[src/rtl/can_stuff_ctrl.sv]
// -----------------------------------------------------------------------------
// can_stuff_ctrl
//
// Bit-level receive sequencer for the CAN bit-stuffing path.
//
// The block hard-syncs to the start-of-frame falling edge and times each bit
// with a free-running counter of CLKS_PER_BIT system clocks. At the
// mid-bit sample point it:
//   - tracks the run of identical bits,
//   - predicts where a stuff bit must appear,
//   - checks that bit against the expected (complemented) value, and
//   - hands the remaining bits, with stuff bits removed, to the frame decoder.
//
// Eleven consecutive recessive samples are treated as bus idle and return
// the block to IDLE. A stuff violation parks the block in ERR until that
// happens.
//
// Parameters
//   CLKS_PER_BIT   system clocks per CAN bit (>= 4)
//
// Ports
//   i_Clock         system clock, rising edge
//   i_Reset         synchronous, active-high reset
//   i_Data          raw asynchronous RX line (1 = recessive)
//   i_Stuff_Enable  stuffing region qualifier from the frame decoder
//                   (SOF..CRC); looked at only on sample points
//   i_Err_Clear     synchronous clear of o_Err_Count
//   o_Bit_Valid     one-cycle strobe, o_Bit carries a de-stuffed bit
//   o_Bit           de-stuffed bit value, held between strobes
//   o_Stuff_Check   one-cycle strobe on every predicted stuff-bit sample
//   o_temp_stuff    expected stuff value (complement of the run value)
//   o_Stuff_Error   one-cycle strobe on a stuff violation
//   o_Err_Count     saturating count of stuff errors
//   o_Busy          high while in RUN or ERR
// -----------------------------------------------------------------------------
module can_stuff_ctrl #(
  parameter int CLKS_PER_BIT = 10
) (
  input  logic       i_Clock,
  input  logic       i_Reset,
  input  logic       i_Data,
  input  logic       i_Stuff_Enable,
  input  logic       i_Err_Clear,
  output logic       o_Bit_Valid,
  output logic       o_Bit,
  output logic       o_Stuff_Check,
  output logic       o_temp_stuff,
  output logic       o_Stuff_Error,
  output logic [7:0] o_Err_Count,
  output logic       o_Busy
);

  localparam int                CNT_W     = $clog2(CLKS_PER_BIT);
  localparam logic [CNT_W-1:0]  SAMPLE_PT = CNT_W'(CLKS_PER_BIT / 2);
  localparam logic [CNT_W-1:0]  LAST_CNT  = CNT_W'(CLKS_PER_BIT - 1);

  // Five equal bits in a row force a stuff bit; eleven recessive bits in a
  // row mean the bus is idle.
  localparam logic [2:0]        STUFF_RUN = 3'd5;
  localparam logic [3:0]        IDLE_RUN  = 4'd11;

  typedef enum logic [1:0] {
    IDLE = 2'd0,
    RUN  = 2'd1,
    ERR  = 2'd2
  } state_t;

  // Error counter next value: a clear and an error in the same cycle leave
  // exactly one error recorded; otherwise count up and stick at 255.
  function automatic logic [7:0] err_count_next(
    input logic [7:0] cnt,
    input logic       err,
    input logic       clr
  );
    logic [7:0] res;
    res = cnt;
    if (err && clr) begin
      res = 8'd1;
    end else if (err) begin
      res = (cnt == 8'hFF) ? cnt : cnt + 8'd1;
    end else if (clr) begin
      res = 8'd0;
    end
    return res;
  endfunction

  // Recessive run length after one more sample of value b.
  function automatic logic [3:0] rec_count_next(
    input logic [3:0] cnt,
    input logic       b
  );
    logic [3:0] res;
    if (!b) begin
      res = 4'd0;
    end else if (cnt == 4'hF) begin
      res = cnt;
    end else begin
      res = cnt + 4'd1;
    end
    return res;
  endfunction

  // Same-bit run length after a delivered data bit b.
  function automatic logic [2:0] run_len_next(
    input logic [2:0] len,
    input logic       last,
    input logic       b
  );
    logic [2:0] res;
    if ((len != 3'd0) && (b == last)) begin
      res = len + 3'd1;
    end else begin
      res = 3'd1;
    end
    return res;
  endfunction

  // Synchronizer and edge-detect history; idle value is recessive.
  logic             s1;
  logic             s2;
  logic             s2_q;

  state_t           state;
  logic [CNT_W-1:0] bit_cnt;
  logic [3:0]       rec_cnt;
  logic [2:0]       run_len;
  logic             last_bit;

  // Per-cycle decisions, all derived from the current sample.
  logic             fall_edge;
  logic             sample_vld_p0;
  logic             stuff_slot;
  logic             stuff_err;
  logic             bus_idle;

  always_comb begin
    fall_edge     = 1'b0;
    sample_vld_p0 = 1'b0;
    stuff_slot    = 1'b0;
    stuff_err     = 1'b0;
    bus_idle      = 1'b0;

    fall_edge     = s2_q & ~s2;
    sample_vld_p0 = (state != IDLE) && (bit_cnt == SAMPLE_PT);
    stuff_slot    = sample_vld_p0 && (state == RUN) && i_Stuff_Enable &&
                    (run_len == STUFF_RUN);
    stuff_err     = stuff_slot && (s2 == last_bit);
    bus_idle      = sample_vld_p0 && (rec_count_next(rec_cnt, s2) == IDLE_RUN);
  end

  // ---- input conditioning: 2-flop synchronizer plus previous-value flop ----
  always_ff @(posedge i_Clock) begin
    if (i_Reset) begin
      s1   <= 1'b1;
      s2   <= 1'b1;
      s2_q <= 1'b1;
    end else begin
      s1   <= i_Data;
      s2   <= s1;
      s2_q <= s2;
    end
  end

  // ---- bit timing: free-running once hard-synced, no re-sync in a frame ----
  always_ff @(posedge i_Clock) begin
    if (i_Reset || (state == IDLE)) begin
      bit_cnt <= '0;
    end else if (bit_cnt == LAST_CNT) begin
      bit_cnt <= '0;
    end else begin
      bit_cnt <= bit_cnt + CNT_W'(1);
    end
  end

  // ---- recessive run tracking for bus-idle detection (stuff bits count) ----
  always_ff @(posedge i_Clock) begin
    if (i_Reset) begin
      rec_cnt <= 4'd0;
    end else if ((state == IDLE) && fall_edge) begin
      rec_cnt <= 4'd0;
    end else if (sample_vld_p0) begin
      rec_cnt <= rec_count_next(rec_cnt, s2);
    end
  end

  // ---- error accounting ----
  always_ff @(posedge i_Clock) begin
    if (i_Reset) begin
      o_Err_Count <= 8'd0;
    end else begin
      o_Err_Count <= err_count_next(o_Err_Count, stuff_err, i_Err_Clear);
    end
  end

  // ---- sequencer: state, run tracking and registered strobes ----
  always_ff @(posedge i_Clock) begin
    if (i_Reset) begin
      state         <= IDLE;
      run_len       <= 3'd0;
      last_bit      <= 1'b0;
      o_Bit_Valid   <= 1'b0;
      o_Bit         <= 1'b0;
      o_Stuff_Check <= 1'b0;
      o_temp_stuff  <= 1'b0;
      o_Stuff_Error <= 1'b0;
      o_Busy        <= 1'b0;
    end else begin
      // Strobes default low so each lasts exactly one cycle.
      o_Bit_Valid   <= 1'b0;
      o_Stuff_Check <= 1'b0;
      o_Stuff_Error <= 1'b0;

      case (state)
        IDLE: begin
          run_len <= 3'd0;
          if (fall_edge) begin
            state  <= RUN;
            o_Busy <= 1'b1;
          end
        end

        RUN: begin
          if (sample_vld_p0) begin
            if (!i_Stuff_Enable) begin
              // Outside the stuffed region: pass through, forget the run.
              o_Bit_Valid <= 1'b1;
              o_Bit       <= s2;
              run_len     <= 3'd0;
            end else if (run_len == STUFF_RUN) begin
              // Predicted stuff bit: compare, never deliver.
              o_Stuff_Check <= 1'b1;
              o_temp_stuff  <= ~last_bit;
              if (s2 == last_bit) begin
                o_Stuff_Error <= 1'b1;
                state         <= ERR;
              end else begin
                run_len  <= 3'd1;
                last_bit <= s2;
              end
            end else begin
              o_Bit_Valid <= 1'b1;
              o_Bit       <= s2;
              run_len     <= run_len_next(run_len, last_bit, s2);
              last_bit    <= s2;
            end

            // Bus idle wins over everything else decided on this sample.
            if (bus_idle) begin
              state  <= IDLE;
              o_Busy <= 1'b0;
            end
          end
        end

        ERR: begin
          if (bus_idle) begin
            state  <= IDLE;
            o_Busy <= 1'b0;
          end
        end

        default: begin
          state  <= IDLE;
          o_Busy <= 1'b0;
        end
      endcase
    end
  end

endmodule

[config.mk]
export PLATFORM = sky130hd
export DESIGN_NAME = can_stuff_ctrl
export DESIGN_NICKNAME = d
export VERILOG_FILES = /design/src/rtl/can_stuff_ctrl.sv
export SDC_FILE = /design/constraint.sdc
export NUM_CORES = 1
export LEC_CHECK = 0
export ABC_AREA = 1
export BUFFER_PORTS_ARGS = -buffer_cell sky130_fd_sc_hd__buf_2
export CAP_MARGIN = 20
export CORE_MARGIN = 1
export CORE_UTILIZATION = 41
export DETAILED_ROUTE_END_ITERATION = 7
export HOLD_SLACK_MARGIN = 0.12
export SLEW_MARGIN = 20
export SYNTH_ARGS = -nofsm -noshare
export SYNTH_HDL_FRONTEND = slang
export SYNTH_SLANG_ARGS = --single-unit
[constraint.sdc]
create_clock -name i_Clock -period 5.05 [get_ports i_Clock]
set_input_delay 0 -clock i_Clock [delete_from_list [all_inputs] [get_ports i_Clock]]
set_output_delay 0 -clock i_Clock [all_outputs]
set_load 0.01 [all_outputs]
==> impl_metrics.tcl, run 1 <==
set metrics [dict create \
    cap_violations 0 \
    grt_pass1_vias 1286 \
    worst_skew_pair.late_latency_ns 0.28 \
    worstPathArrival_ns 2.15 \
    ys_seq_area_share_pct 37.5 \
    achievable-frequency_ghz 0.520 \
    top_level_ports 19 \
    antenna-diode-count 0 \
    grt_max_degree 13 \
    h-tree-depth 2 \
    critical_register_to_register_path_endpoint "o_Stuff_Check$_SDFF_PP0_" \
    nets 265 \
    unrepaired_setup_endpoints_after_global_routing "false" \
    status "finished, final reports clean" \
    mappedNetlistArea_um2 1660 \
    hold-path-cell-count 1 \
    r2r_start "state[0]$_SDFFE_PP0P_" \
    post_cts_setup_repair_buffer_count 0 \
    timing.critical_path.to_type "register" \
    timing.hold.worst.class "register to register" \
    final_setup_tns_ns 0 \
    final_layout_size_suffix_gt1_share_pct 20.3 \
    finalHoldWorstSlack_ns 0.411 \
    route.vias.total 1424 \
    peakVddDrop_uv 218 \
    design.core.area_um2 3770 \
    chipWidth_um 65.6 \
    wirelength_mm 3.23 \
    worst_r2r_path_depth 8 \
    wire_length_per_cell_after_detailed_routing_um 10.8 \
    ys_types 30 \
    die_area_um2 4300 \
    first_pass_iters 4 \
    placement_rows 22 \
    timing.reg2reg.setup_slack_ns 3.13 \
    holdCritStartpoint "s1$_SDFF_PP1_" \
    route.detailed.drc 0 \
    detail-route-antenna-nets 0 \
    grt-ovfl-total 0 \
    ctsLongestPathBuffers 2 \
    yosysWarningCount 0 \
    port-buffer-count 18 \
    final_core_area_utilization_pct 53.0 \
    gp_congestion 0.876 \
    min_period_ns 1.92 \
    routed_vias_inst 4.76 \
    leakage_nw 0.905 \
    power_density_nw_per_um2 371 \
    path_clk_slew_ns 0.07 \
    critPathMaxFanout 6 \
    cts-buffers-inserted 5 \
    synth.ff_latch_count 31 \
    most-common-layout-cells "sky130_fd_sc_hd__nand2_1 (33), sky130_fd_sc_hd__dfxtp_1 (31), sky130_fd_sc_hd__inv_1 (29)" \
    initialDrtViolationCount 44 \
    post_cts_resized 0 \
    final_critical_path_setup_slack_ns 3.13 \
    final.period_utilization_pct 38.1 \
    detailed_place_hpwl_mm 2.38 \
    initial_utilization_pct 43.9 \
    die_height_um 65.6 \
    slew_headroom_pct 71.3 \
    grtUsageTotal_pct 16.9 \
    worstSetupStartpointType "register" \
    area_growth_pct 20.7 \
    synth_nets 235 \
    layout_commonest_cell "sky130_fd_sc_hd__nand2_1" \
    worst_slew_pin_slew_ns 0.427 \
    cts_sinks 31 \
    antenna_found_initial 0 \
    worst_ep_required_time_ns 5.28 \
    worst_hold_path.endpoint "s2$_SDFF_PP1_" \
    dp_slack_ns 3.22 \
    setup-violations-final 0 \
    skew_ns 0.00620 \
    first_pass_grt_wire_length_mm 5.59 \
    synthCells 220 \
    cts_tree "yes" \
    clk_root_buffer_cell "sky130_fd_sc_hd__clkbuf_8" \
    finalHoldViolCount 0 \
    maxSlewViolCount 0 \
    crit_type "register to register" \
    avg_inst_size_synth_um2 7.53 \
]
through the flow:
step	instance area (um2)	power (mW)	instances
6_report	2000	0.741	299
2_1_floorplan	1660	0.413	220
3_5_place_dp	1800	0.448	285
4_1_cts	2000	0.749	299
3_3_place_gp	1800	0.449	285
5_1_grt	2000	0.783	299
cell usage after synthesis (all sizes together):
cell | n | area share [%]
a22oi | 1 | 0.76
nor3 | 5 | 1.5
xnor2 | 2 | 1.1
clkbuf | 1 | 0.23
ha | 10 | 7.6
or2 | 4 | 1.5
a211oi | 2 | 0.91
nand4 | 4 | 1.5
clkinv | 2 | 0.76
a31oi | 2 | 0.76
o211ai | 1 | 0.45
nand2 | 42 | 11
inv | 31 | 7.0
xor2 | 3 | 1.6
nor2 | 29 | 9.7
o21ai | 13 | 4.2
nand3 | 13 | 3.9
dfxtp | 31 | 37
a21oi | 23 | 6.9
nor3b | 1 | 0.76
layout make-up:
cell class | count | area (um2)
multi-input cells | 155 | 903
fillers | 376 | 1770
clock buffers | 5 | 68.8
inverters | 33 | 129
flip-flops and latches | 31 | 621
clock inverters | 3 | 67.6
well taps | 48 | 60.1
repair buffers | 24 | 150
how the worst max path moves through the flow:
stage | from | endpoint | slack, ns | cells after the start
final | state[0]$_SDFFE_PP0P_ | o_Stuff_Check$_SDFF_PP0_ | 3.13 | 8
after global routing | state[0]$_SDFFE_PP0P_ | state[0]$_SDFFE_PP0P_ | 2.99 | 13
after CTS | state[0]$_SDFFE_PP0P_ | o_Stuff_Check$_SDFF_PP0_ | 3.13 | 8
after detailed placement | state[0]$_SDFFE_PP0P_ | o_Err_Count[7]$_SDFFE_PP0P_ | 3.22 | 10
after global placement | state[1]$_SDFFE_PP0P_ | o_Err_Count[7]$_SDFFE_PP0P_ | 3.23 | 10
after floorplan | state[0]$_SDFFE_PP0P_ | o_Err_Count[1]$_SDFFE_PP0P_ | 3.41 | 10
what timing repair did:
item	CTS	global route
endpoints found under the hold margin	14	0
endpoints found under the setup margin	0	0
hold buffers	6	0
cell families after synthesis:
family	share of synthesized area (%)
AND/OR/NAND/NOR	30.4
AO/OA/AOI/OAI	14.0
buffers and inverters	8.01
flip-flops	37.5
adder cells (fa/ha/maj)	7.55
XOR/XNOR	2.64
registers in the layout, indices dropped and copies added, names as in the netlist:
signal and cells:
run_len 3, s2 1, o_Err_Count 8, o_Bit_Valid 1, bit_cnt 4, o_Stuff_Check 1
s2_q 1, state 2, o_Bit 1, rec_cnt 4, o_Busy 1, o_temp_stuff 1
last_bit 1, o_Stuff_Error 1, s1 1
critical path, stage by stage, from the launching register on:
cell	delay (ns)
sky130_fd_sc_hd__dfxtp_1	0.36
sky130_fd_sc_hd__inv_1	0.07
sky130_fd_sc_hd__ha_1	0.28
sky130_fd_sc_hd__nor2_4	0.15
sky130_fd_sc_hd__nand2_4	0.09
sky130_fd_sc_hd__nor2_8	0.11
sky130_fd_sc_hd__nand2_2	0.10
sky130_fd_sc_hd__nor3_1	0.13
sky130_fd_sc_hd__dlygate4sd3_1	0.56
report_power, final:
part | internal (mW) | switching (mW)
clock network | 0.197 | 0.0978
logic | 0.0658 | 0.108
registers | 0.260 | 0.0128
total | 0.523 | 0.218
per-layer routing:
metal / wire length [um] / vias up / track usage (%)
li1: - / 775 / -
met1: 1670 / 616 / 23.0
met2: 1410 / 29 / 25.1
met3: 110 / 4 / 4.69
met4: 38 / 0 / 6.52
met5: 0 / - / 0
Note: power is estimated with default switching activity, not from simulation.
==> run 2: changes to the inputs <==
clock period = 1.6 ns   (was 5.05 ns; I/O delays follow)
==> impl_metrics.tcl, run 2 (synthesized netlist as in run 1, its figures left out) <==
set metrics [dict create \
    area_growth_pct 47.1 \
    critPathMaxFanout 5 \
    wire_length_per_cell_after_detailed_routing_um 11.5 \
    placement_rows 22 \
    timing.critical_path.to_type "register" \
    skew_ns 0.00889 \
    top_register "o_Err_Count" \
    largest_reg_flops 8 \
    sequence_of_cells_on_the_critical_path "ha_4 -> nand2_2 -> nor3b_2 -> nand2_1 -> o21ai_4 -> nand2_4 -> clkinv_4 -> nand2_1 -> a21oi_1" \
    routed_vias_inst 4.77 \
    crit_path_frequent_cell "sky130_fd_sc_hd__nand2_1" \
    timing.hold.worst.class "register to register" \
    crit_start "o_Err_Count[0]$_SDFFE_PP0P_" \
    min_period_ns 1.61 \
    worst_r2r_path_depth 9 \
    final_critical_path_setup_slack_ns -0.0109 \
    timing.critical_path.depth 9 \
    cpLargestDelayFamily "simple AND/OR/NAND/NOR gates" \
    design.core.area_um2 3770 \
    chipWidth_um 65.6 \
    initial_utilization_pct 43.9 \
    leakage_nw 1.14 \
    die_area_um2 4300 \
    worst_skew_pair.late_latency_ns 0.29 \
    unrepaired_setup_endpoints_after_global_routing "true" \
    cts-buffers-inserted 5 \
    port-buffer-count 18 \
    initialDrtViolationCount 51 \
    h-tree-depth 2 \
    final_layout_size_suffix_gt1_share_pct 43.3 \
    cts_tree "yes" \
    route.vias.total 1652 \
    worstSetupStartpointType "register" \
    violations "setup timing" \
    most-common-layout-cells "sky130_fd_sc_hd__buf_4 (47), sky130_fd_sc_hd__nand2_1 (30), sky130_fd_sc_hd__inv_1 (25)" \
    hold-path-cell-count 1 \
    first_pass_iters 4 \
    top_level_ports 19 \
    final.period_utilization_pct 101 \
    clk_root_buffer_cell "sky130_fd_sc_hd__clkbuf_8" \
    gp_congestion 0.882 \
    grt-ovfl-total 0 \
    worst_ep_required_time_ns 1.82 \
    slew_headroom_pct 76.7 \
    path_clk_slew_ns 0.06 \
    first_pass_grt_wire_length_mm 6.60 \
    ctsLongestPathBuffers 2 \
    slowest_delay_ns 0.35 \
    crit_type "register to register" \
    cts_sinks 31 \
    cap_violations 0 \
    detailed_place_hpwl_mm 2.68 \
    finalHoldViolCount 0 \
    holdCritStartpoint "s1$_SDFF_PP1_" \
    die_height_um 65.6 \
    achievable-frequency_ghz 0.621 \
    worst-path-buf-inv 1 \
    grtUsageTotal_pct 20.4 \
    final_core_area_utilization_pct 64.6 \
    wirelength_mm 3.97 \
    status "finished with violations" \
    post-place-cells 319 \
    route.detailed.drc 0 \
    detail-route-antenna-nets 0 \
    worstPathArrival_ns 1.83 \
    largestRegisters "o_Err_Count: 8 flops, bit_cnt: 4 flops, rec_cnt: 4 flops" \
    worst_slew_pin_slew_ns 0.348 \
    maxSlewViolCount 0 \
    nets 312 \
    antenna-diode-count 0 \
    peakVddDrop_uv 604 \
    grt_pass1_vias 1557 \
    r2r_start "o_Err_Count[0]$_SDFFE_PP0P_" \
    finalNonFillerCells 346 \
    setup-violations-final 3 \
    layout_commonest_cell "sky130_fd_sc_hd__buf_4" \
    grt_max_degree 12 \
    power_density_nw_per_um2 922 \
    antenna_found_initial 0 \
    slowest_stage "sky130_fd_sc_hd__dfxtp_2" \
]
[run 2: final timing paths]
path                                      end  slack (ns)
hold reg to reg                 s2$_SDFF_PP1_        0.41
hold / removal                  s2$_SDFF_PP1_        0.41
setup / recovery  o_Err_Count[1]$_SDFFE_PP0P_       -0.01
setup reg to reg  o_Err_Count[1]$_SDFFE_PP0P_       -0.01
[run 2: where the power goes]
| group | total (mW) | switching, mW | internal (mW) |
|---|---|---|---|
| sequential | 0.861 | 0.0344 | 0.826 |
| clock | 0.589 | 0.284 | 0.305 |
| combinational | 0.796 | 0.413 | 0.383 |
[run 2: through the flow]
step / power, mW / setup TNS [ns] / worst slack (ns) / hold WS [ns] / area, um2
after floorplan: 1.31 / 0 / 0.0238 / 0.104 / 1660
after global placement: 1.54 / -0.163 / -0.0964 / 0.188 / 2060
after detailed placement: 1.54 / -0.336 / -0.105 / 0.187 / 2060
after CTS: 2.19 / -0.0127 / -0.0127 / 0.411 / 2340
after global routing: 2.40 / -1.08 / -0.127 / 0.421 / 2440
final: 2.25 / -0.0257 / -0.0109 / 0.409 / 2440
[run 2: layout make-up]
type | instances | area [um2]
fillers | 324 | 1340
multi-input cells | 156 | 1040
flip-flops and latches | 31 | 631
repair buffers | 70 | 493
inverters | 33 | 133
clock buffers | 7 | 76.3
well taps | 48 | 60.1
clock inverters | 1 | 5.00
[run 2: per-layer routing]
layer | up-vias | GRT usage (%) | part of all wire [%]
met5 | - | 0 | 0
met4 | 0 | 10.1 | 1.8
met3 | 8 | 4.69 | 3.0
met2 | 27 | 34.0 | 48
met1 | 752 | 24.4 | 47
li1 | 865 | - | -
[run 2: timing repair]
| item | in CTS | in global routing |
|---|---|---|
| buffers inserted | 11 | 2 |
| pin swaps | 12 | 5 |
| hold buffers | 5 | 0 |
| setup endpoints to repair | 9 | 15 |
| endpoints found under the hold margin | 15 | 0 |
| gates cloned | 1 | 0 |
| gates resized for setup | 20 | 23 |
==> run 3: changes to the inputs <==
CORE_MARGIN = 5   (was 1)
REMOVE_ABC_BUFFERS = 1   (was not set)
==> impl_metrics.tcl, run 3 (synthesized netlist as in run 1, its figures left out) <==
set metrics [dict create \
    chipWidth_um 73.6 \
    worst_skew_pair.late_latency_ns 0.28 \
    peakVddDrop_uv 669 \
    unrepaired_setup_endpoints_after_global_routing "true" \
    path_clk_slew_ns 0.06 \
    largestRegisters "o_Err_Count: 8 flops, bit_cnt: 4 flops, rec_cnt: 4 flops" \
    fillerInstances 341 \
    final_layout_size_suffix_gt1_share_pct 43.9 \
    hold-path-cell-count 1 \
    timing.critical_path.to_type "register" \
    post-place-cells 315 \
    crit_type "register to register" \
    final_critical_path_setup_slack_ns -0.0724 \
    h-tree-depth 2 \
    gp_congestion 0.830 \
    antenna-diode-count 0 \
    sw_frac_of_total_pct 31.0 \
    timing.reg2reg.setup_slack_ns -0.07 \
    layout_commonest_cell "sky130_fd_sc_hd__buf_4" \
    wire_length_per_cell_after_detailed_routing_um 12.1 \
    cap_violations 0 \
    critical_register_to_register_path_endpoint "o_Err_Count[0]$_SDFFE_PP0P_" \
    critPathMaxFanout 4 \
    port-buffer-count 18 \
    clockPowerShare_pct 33.0 \
    cpLargestDelayFamily "compound AO/OA/AOI/OAI gates" \
    grt_pass1_vias 1512 \
    worst_ep_required_time_ns 1.76 \
    placement_rows 23 \
    r2r_start "o_Err_Count[0]$_SDFFE_PP0P_" \
    fin_total_pwr_mw 2.43 \
    leakage_nw 1.19 \
    min_period_ns 1.67 \
    status "finished with violations" \
    slew_headroom_pct 74.8 \
    p_sw_mw 0.753 \
    design.core.area_um2 3970 \
    route.detailed.drc 0 \
    final.period_utilization_pct 105 \
    sequentialPowerShare_pct 35.2 \
    nets 303 \
    first_pass_iters 4 \
    setup-violations-final 7 \
    most-common-layout-cells "sky130_fd_sc_hd__buf_4 (37), sky130_fd_sc_hd__nand2_1 (27), sky130_fd_sc_hd__inv_1 (24)" \
    initial_utilization_pct 41.7 \
    detail-route-antenna-nets 0 \
    top_level_ports 19 \
    routed_vias_inst 4.90 \
    detailed_place_hpwl_mm 2.62 \
    internal_power_mw 1.67 \
    finalNonFillerCells 339 \
    die_height_um 73.6 \
    worst_hold_path.endpoint "s2$_SDFF_PP1_" \
    detailed_place.area_um2 2020 \
    finalHoldViolCount 0 \
    sequence_of_cells_on_the_critical_path "ha_4 -> nand2_4 -> nor3b_4 -> nand2_2 -> o21ai_4 -> o21ai_1 -> a21oi_1 -> nor3_1" \
    antenna_found_initial 0 \
    cts_tree "yes" \
    largest_reg_flops 8 \
    p_comb_share_pct 31.8 \
    timing.hold.worst.class "register to register" \
    worst-path-buf-inv 0 \
    cts-buffers-inserted 5 \
    wirelength_mm 4.09 \
    worstPathArrival_ns 1.84 \
    grt_max_degree 13 \
    ctsLongestPathBuffers 2 \
    violations "setup timing" \
    worstSetupStartpointType "register" \
    top_register "o_Err_Count" \
    area_growth_pct 48.9 \
    final_core_area_utilization_pct 62.1 \
    route.vias.total 1661 \
    final_setup_tns_ns -0.155 \
    grt-ovfl-total 0 \
    cts_sinks 31 \
    achievable-frequency_ghz 0.598 \
    initialDrtViolationCount 111 \
    crit_start "o_Err_Count[0]$_SDFFE_PP0P_" \
    skew_ns 0.00554 \
    slowest_stage "sky130_fd_sc_hd__dfxtp_2" \
    clk_root_buffer_cell "sky130_fd_sc_hd__clkbuf_8" \
    worst_r2r_path_depth 8 \
    slowest_delay_ns 0.36 \
    worst_slew_pin_slew_ns 0.374 \
    grtUsageTotal_pct 15.2 \
    power_density_nw_per_um2 984 \
    first_pass_grt_wire_length_mm 6.44 \
    die_area_um2 5410 \
    holdCritStartpoint "s1$_SDFF_PP1_" \
    layout.cell_area.non_filler_um2 2470 \
    maxSlewViolCount 0 \
]
run 3: changes by cell type in the layout (fill, tap and decap cells not counted), sizes merged:
cell / delta
buf: -9
bufinv: +1
clkbuf: -1
clkinv: -1
inv: +1
run 3: repair_timing:
item	CTS	global route
hold buffers	5	0
buffers inserted	8	3
endpoints found under the hold margin	13	0
cloned	1	0
setup endpoints to repair	10	15
gates resized for setup	20	39
pin swaps	14	15
run 3: layout make-up:
type / count / area, um2 / share of cell area, %
sequential: 31 / 631 / 25.6
tap: 50 / 62.6 / 2.54
timing repair buffer: 61 / 429 / 17.4
clock inverter: 2 / 35.0 / 1.42
inverter: 33 / 139 / 5.63
clock buffer: 6 / 82.6 / 3.35
multi-input combinational: 156 / 1090 / 44.1
run 3: worst register-to-register path: stages, from the launching register on:
cell                      delay, ns
sky130_fd_sc_hd__dfxtp_2       0.36
sky130_fd_sc_hd__ha_4          0.16
sky130_fd_sc_hd__nand2_4       0.06
sky130_fd_sc_hd__nor3b_4       0.25
sky130_fd_sc_hd__nand2_2       0.10
sky130_fd_sc_hd__o21ai_4       0.26
sky130_fd_sc_hd__o21ai_1       0.14
sky130_fd_sc_hd__a21oi_1       0.17
sky130_fd_sc_hd__nor3_1        0.06
run 3: stage by stage:
step,setup WS [ns],hold WS (ns)
finish,-0.0724,0.412
floorplan,-0.0438,0.0691
global placement,-0.0780,0.189
global route,-0.151,0.423
detailed placement,-0.0959,0.190
CTS,0.00632,0.415
run 3: how the worst max path moves through the flow:
| stage | endpoint | slack [ns] | depth (start not counted) |
|---|---|---|---|
| finish | o_Err_Count[0]$_SDFFE_PP0P_ | -0.07 | 8 |
| global route | o_Err_Count[0]$_SDFFE_PP0P_ | -0.15 | 8 |
| CTS | o_Err_Count[1]$_SDFFE_PP0P_ | 0.006 | 9 |
| detailed placement | state[1]$_SDFFE_PP0P_ | -0.1 | 12 |
| global placement | state[1]$_SDFFE_PP0P_ | -0.08 | 12 |
| floorplan | o_Err_Count[1]$_SDFFE_PP0P_ | -0.04 | 10 |
run 3: power groups by stage:
stage                     registers, mW  clock network [mW]  logic (mW)
after floorplan                   0.875                   0       0.428
after global placement            0.862                   0       0.656
after detailed placement          0.863                   0       0.661
after CTS                         0.854               0.816       0.713
after global routing              0.859               0.854       0.865
final                             0.854               0.800       0.772
run 3: per-layer routing:
metal	vias to the layer above	track usage, %	share of wire [%]
met2	27	24.2	49
met3	5	3.83	3.1
met1	776	19.8	46
li1	853	-	-
met5	-	0	0
met4	0	5.43	1.3
